===== src/rtl/pio_edge_irq_pkg.sv =====
// Shared constants and helpers for the edge-capturing input PIO.
package pio_pkg;

    localparam logic [2:0] ADDR_DATA = 3'd0;
    localparam logic [2:0] ADDR_RAW  = 3'd1;
    localparam logic [2:0] ADDR_MASK = 3'd2;
    localparam logic [2:0] ADDR_EDGE = 3'd3;
    localparam logic [2:0] ADDR_RISE = 3'd4;
    localparam logic [2:0] ADDR_FALL = 3'd5;

    // Counter must reach DEBOUNCE_CYCLES-1; keep at least one bit for the bypass case.
    function automatic int unsigned cnt_width(input int unsigned cycles);
        return (cycles < 1) ? 1 : $clog2(cycles + 1);
    endfunction

endpackage


===== src/rtl/pio_edge_irq_if.sv =====
// Avalon-MM slave port of the input PIO.
interface pio_edge_irq_if;

    logic [2:0]  address;
    logic        chipselect;
    logic        write_n;
    logic [31:0] writedata;
    logic [31:0] readdata;

    modport master (
        output address, chipselect, write_n, writedata,
        input  readdata
    );

    modport slave (
        input  address, chipselect, write_n, writedata,
        output readdata
    );

endinterface


===== src/rtl/pio_debounce_bit.sv =====
// One input bit: synchroniser chain followed by a hold-time debounce filter.
module pio_debounce_bit
    import pio_pkg::*;
#(
    parameter int unsigned SYNC_STAGES     = 2,
    parameter int unsigned DEBOUNCE_CYCLES = 1000
) (
    input  logic clk,
    input  logic reset,
    input  logic in_bit,
    output logic sync_bit,
    output logic stable_bit
);

    logic [SYNC_STAGES-1:0] sync_q;

    always_ff @(posedge clk) begin
        if (reset) sync_q <= '0;
        else       sync_q <= {sync_q[SYNC_STAGES-2:0], in_bit};
    end

    assign sync_bit = sync_q[SYNC_STAGES-1];

    generate
        if (DEBOUNCE_CYCLES == 0) begin : g_bypass
            always_ff @(posedge clk) begin
                if (reset) stable_bit <= 1'b0;
                else       stable_bit <= sync_bit;
            end
        end else begin : g_filter
            localparam int unsigned CW = cnt_width(DEBOUNCE_CYCLES);
            localparam logic [CW-1:0] CNT_LAST = CW'(DEBOUNCE_CYCLES - 1);

            logic [CW-1:0] cnt;

            always_ff @(posedge clk) begin
                if (reset) begin
                    cnt        <= '0;
                    stable_bit <= 1'b0;
                end else if (sync_bit == stable_bit) begin
                    cnt <= '0;
                end else if (cnt == CNT_LAST) begin
                    stable_bit <= sync_bit;
                    cnt        <= '0;
                end else begin
                    cnt <= cnt + 1'b1;
                end
            end
        end
    endgenerate

endmodule


===== src/rtl/pio_edge_irq.sv =====
// Parametrised Avalon-MM input PIO with debounce, selectable edge capture and level irq.
module pio_edge_irq
    import pio_pkg::*;
#(
    parameter int unsigned      WIDTH           = 8,
    parameter int unsigned      SYNC_STAGES     = 2,
    parameter int unsigned      DEBOUNCE_CYCLES = 1000,
    parameter logic [WIDTH-1:0] RISE_EN_RESET   = '1,
    parameter logic [WIDTH-1:0] FALL_EN_RESET   = '0
) (
    input  logic             clk,
    input  logic             reset,
    pio_edge_irq_if.slave    bus,
    input  logic [WIDTH-1:0] in_port,
    output logic             irq
);

    logic [WIDTH-1:0] sync;
    logic [WIDTH-1:0] stable;
    logic [WIDTH-1:0] stable_d;
    logic [WIDTH-1:0] irq_mask;
    logic [WIDTH-1:0] edge_capture;
    logic [WIDTH-1:0] rise_en;
    logic [WIDTH-1:0] fall_en;
    logic [WIDTH-1:0] edge_event;
    logic [WIDTH-1:0] wdata;
    logic [WIDTH-1:0] clr_mask;
    logic             wr;
    logic [31:0]      rd_next;

    for (genvar i = 0; i < WIDTH; i++) begin : g_bit
        pio_debounce_bit #(
            .SYNC_STAGES     (SYNC_STAGES),
            .DEBOUNCE_CYCLES (DEBOUNCE_CYCLES)
        ) u_db (
            .clk        (clk),
            .reset      (reset),
            .in_bit     (in_port[i]),
            .sync_bit   (sync[i]),
            .stable_bit (stable[i])
        );
    end

    assign wr         = bus.chipselect & ~bus.write_n;
    assign wdata      = bus.writedata[WIDTH-1:0];
    assign edge_event = (stable & ~stable_d & rise_en) | (~stable & stable_d & fall_en);
    assign clr_mask   = (wr && bus.address == ADDR_EDGE) ? wdata : '0;

    always_ff @(posedge clk) begin
        if (reset) begin
            stable_d     <= '0;
            irq_mask     <= '0;
            edge_capture <= '0;
            rise_en      <= RISE_EN_RESET;
            fall_en      <= FALL_EN_RESET;
        end else begin
            stable_d     <= stable;
            // Event is OR'd in after the clear so a same-cycle W1C never drops it.
            edge_capture <= edge_event | (edge_capture & ~clr_mask);
            if (wr && bus.address == ADDR_MASK) irq_mask <= wdata;
            if (wr && bus.address == ADDR_RISE) rise_en  <= wdata;
            if (wr && bus.address == ADDR_FALL) fall_en  <= wdata;
        end
    end

    always_comb begin
        rd_next = '0;
        case (bus.address)
            ADDR_DATA: rd_next[WIDTH-1:0] = stable;
            ADDR_RAW:  rd_next[WIDTH-1:0] = sync;
            ADDR_MASK: rd_next[WIDTH-1:0] = irq_mask;
            ADDR_EDGE: rd_next[WIDTH-1:0] = edge_capture;
            ADDR_RISE: rd_next[WIDTH-1:0] = rise_en;
            ADDR_FALL: rd_next[WIDTH-1:0] = fall_en;
            default:   rd_next = '0;
        endcase
    end

    always_ff @(posedge clk) begin
        if (reset) bus.readdata <= '0;
        else       bus.readdata <= rd_next;
    end

    assign irq = |(edge_capture & irq_mask);

endmodule

===== src/flat_wrapper.sv =====
// flat-port wrapper written by rule: the top's interface ports become plain ports
module pio_edge_irq_flat import pio_pkg::*;
#(
    parameter int unsigned      WIDTH           = 8,
    parameter int unsigned      SYNC_STAGES     = 2,
    parameter int unsigned      DEBOUNCE_CYCLES = 1000,
    parameter logic [WIDTH-1:0] RISE_EN_RESET   = '1,
    parameter logic [WIDTH-1:0] FALL_EN_RESET   = '0
)
  (clk, reset, in_port, irq, bus_address, bus_chipselect, bus_write_n, bus_writedata, bus_readdata);
  pio_edge_irq_if bus_i ();
  input  logic clk;
  input  logic reset;
  input  logic [WIDTH-1:0] in_port;
  output logic irq;
  input wire logic [$bits(bus_i.address)-1:0] bus_address;
  input wire logic [$bits(bus_i.chipselect)-1:0] bus_chipselect;
  input wire logic [$bits(bus_i.write_n)-1:0] bus_write_n;
  input wire logic [$bits(bus_i.writedata)-1:0] bus_writedata;
  output wire logic [$bits(bus_i.readdata)-1:0] bus_readdata;
  assign bus_i.address = bus_address;
  assign bus_i.chipselect = bus_chipselect;
  assign bus_i.write_n = bus_write_n;
  assign bus_i.writedata = bus_writedata;
  assign bus_readdata = bus_i.readdata;
  pio_edge_irq #(.WIDTH(WIDTH), .SYNC_STAGES(SYNC_STAGES), .DEBOUNCE_CYCLES(DEBOUNCE_CYCLES), .RISE_EN_RESET(RISE_EN_RESET), .FALL_EN_RESET(FALL_EN_RESET)) u_core (.clk(clk), .reset(reset), .bus(bus_i), .in_port(in_port), .irq(irq));
endmodule

===== config.mk =====
export PLATFORM = sky130hd
export DESIGN_NAME = pio_edge_irq_flat
export DESIGN_NICKNAME = d
export VERILOG_FILES = /design/src/rtl/pio_edge_irq_pkg.sv /design/src/rtl/pio_edge_irq_if.sv /design/src/rtl/pio_debounce_bit.sv /design/src/rtl/pio_edge_irq.sv /design/src/flat_wrapper.sv
export SDC_FILE = /design/constraint.sdc
export NUM_CORES = 1
export LEC_CHECK = 0
export CAP_MARGIN = 20
export CORE_UTILIZATION = 41
export CTS_BUF_LIST = sky130_fd_sc_hd__clkbuf_8
export DETAILED_ROUTE_END_ITERATION = 8
export SYNTH_ARGS = -nofsm -noshare
export SYNTH_HDL_FRONTEND = slang
export SYNTH_HIERARCHICAL = 1
export SYNTH_SLANG_ARGS = --single-unit

===== constraint.sdc =====
create_clock -name clk -period 1.42 [get_ports clk]
set_input_delay 0.284 -clock clk [delete_from_list [all_inputs] [get_ports clk]]
set_output_delay 0.284 -clock clk [all_outputs]
set_load 0.01 [all_outputs]

==> results.md <==
* Routability cong. at 0.8009
* Number of synthesized flops with an enable pin at 0
* Max-cap viol count at 0
* Critical Path AT at 1.31 ns
* Async set or reset register ratio after synthesis at 0%
* Pre-CTS setup slack at -0.4281 ns
* Ratio of cells with drive above 1 in the final layout at 26.38%
* GR Overflow Total at 0
* Worst path cell trace: a22oi_2 > nand4_1 > buf_2
* Final Power at 8.180 mW
* H-tree levels at 4
* Vias in the first global route at 5485
* Warnings from Yosys at 6
* Hold Buf Count CTS at 0
* Peak VDD IR at 0.0006278 V
* Initial antenna violation count at 0
* DRC at 0
* Std-Cell Rows at 46
* Core Footprint at 0.01594 sq mm
* DPL Wire Length at 10.77 mm
* Synth Flop Type: dfxtp_1
* Worst-path clk slew at 0.08 ns
* Achievable frequency at 628.2 MHz
* Period minus WS final at 1.592 ns
* Req. time, crit path at 1.14 ns
* Number of vias in the routed layout at 5681
* CP startpoint: u_core/irq_mask[3]
* Final clock skew at 0.01291 ns
* Die width at 130.1 um
* Die span in y at 130.1 um
* Antenna cells at 0
* Clk_lat worst skew at 0.45 ns
* CTS tree: built
* Hold Path Class: in2reg
* Status: finished with violations
* Min Hold Slack at 0.2346 ns
* Leakage at 2.917 nW
* Synthesized flop and latch total at 152
* Critical path buffers and inverters at 1
* Min setup slack post-route at -0.1719 ns
* Seq/Total Area, Yosys at 45.21%
* Max Root-Sink Buffers at 2
* Crit path kind: reg2out
* Io pins at 80
* Routed wire length at 15.56 mm
* Hold Fails Final Rpt at 0
* Hold path start: reset
* Die area at 0.01693 sq mm
* GRT Resource Usage Total at 19.17%
* RSZ-0062 raised after global routing: true
* Worst r2r src: u_core/g_bit[0].u_db/g_filter.cnt[7]
* First-pass GRT wire length at 25.66 mm
* PortBufs at 31
* Post-layout util at 54.31%
* Mapped Area at 0.006730 sq mm
* CP max stage delay at 0.33 ns
* CP max-delay cell: dfxtp_2
* Pins Over Slew Limit at 0
* Commonest non-fill, non-tap cell in the layout: dfxtp_1
* Mapped Cells at 732
* Setup-failing EPs final at 1
* Fin nets at 910
* Syn Area/Cell at 9.194 sq um
* Root Buffer: clkbuf_8
* Startpoint types: register
* Sink Count at 152
* Final Cycle Share at 112.1%
* Number of CTS-inserted buffers at 17
* Synth unique cells at 44
* Delay-heaviest family, CP: flip-flops
* Failing checks: setup timing
* Initial Utilization at 42.21%
* Synth-to-Final Area Change at 28.65%
* First DRT Iteration DRCs at 265
* ANT nets after route at 0
* Pwr/cell area at 944.8 mW/mm^2
* Drt wl/cell at 14.36 um
* Avg Vias per Cell at 5.241
* Pre-antenna DRT Iters at 5
* Largest net degree at the start of global routing at 26
* Crit Path Max Fanout at 2
* Most frequent cells in the layout: dfxtp_1, buf_4, a21oi_1, nor2_1, inv_1
* Critical path endpoint category: primary output
[final timing paths]
kind                                                   endpoint  slack, ns  depth (start not counted)
worst max-delay path                                        irq      -0.17                          3
worst min register to register   u_core/g_bit[1].u_db/sync_q[1]       0.44                          1
worst min-delay path            u_core/g_bit[0].u_db/stable_bit       0.23                          3
worst max register to register  u_core/g_bit[0].u_db/stable_bit       0.01                          4
[synthesized netlist by cell type, types with 9 or more instances]
cell        n  share of area [%]
a21oi_1    61                4.5
buf_4      25                2.8
clkbuf_1   10               0.56
dfxtp_1   152                 45
inv_1      42                2.3
nand2_1    40                2.2
nand3_1    40                3.0
nand3b_1   17                1.9
nand4_1     9               0.84
nor2_1     52                2.9
nor2b_1    25                2.3
o21ai_0    32                2.4
o31ai_1    32                3.6
or3_1      16                1.5
or4_1      24                2.7
xor2_1     24                3.1
[sequential cells by signal, summed over array words and instances (netlist names)]
| register | flops |
|---|---|
| u_core/bus.readdata | 8 |
| u_core/g_bit.u_db/stable_bit | 8 |
| u_core/irq_mask | 8 |
| u_core/g_bit.u_db/sync_q | 16 |
| u_core/g_bit.u_db/g_filter.cnt | 80 |
| u_core/edge_capture | 8 |
| u_core/fall_en | 8 |
| u_core/stable_d | 8 |
| u_core/rise_en | 8 |
[tightest hold or removal path: stages]
cell	delay [ns]
buf_2	0.14
buf_12	0.17
a21oi_2	0.04
[metal layers]
layer	up-vias	wire (um)	track usage [%]
li1	2867	-	-
met1	2710	7075	23.51
met2	93	7726	32.82
met3	11	605	4.920
met4	0	155	5.882
met5	-	0	0
[layout make-up]
class / instances / area (sq um)
fillers: 1461 / 7284
multi-input cells: 519 / 3692
flip-flops and latches: 152 / 3094
repair buffers: 123 / 1049
well taps: 216 / 270.3
clock buffers: 17 / 234.0
clock inverters: 15 / 161.4
inverters: 42 / 157.7
[what timing repair did]
| item | 4_1_cts | 5_1_grt |
|---|---|---|
| setup buffers | 3 | 11 |
| resized for setup | 58 | 49 |
| pin swaps | 10 | 12 |
| endpoints found under the setup margin | 38 | 57 |
[cells by family after synthesis]
| group | Yosys count | synth area share (%) |
|---|---|---|
| flops | 152 | 45.21 |
| compound gates | 182 | 17.96 |
| fa+ha+maj | 8 | 1.487 |
| buf+inv | 84 | 6.395 |
| other cells | 1 | 0.05572 |
| mux | 16 | 3.105 |
| simple gates | 257 | 21.62 |
| xor+xnor | 32 | 4.164 |
[where the power goes]
part           leakage (nW)  internal (mW)  switching [mW]  total, mW
clock                 0.200           1.71            1.63       3.34
sequential             1.25           4.30          0.0309       4.33
combinational          1.47          0.232           0.273      0.505
total                  2.92           6.24            1.94       8.18
[through the flow]
stage	instance area, sq um	instances	setup TNS [ns]
floorplan	6817	755	0
global placement	7755	1038	-12.77
CTS	8441	1073	-0.1985
global route	8658	1084	-0.4149
detailed placement	7755	1038	-13.94
finish	8658	1084	-0.1719
Power figures use the tool's default switching activity.
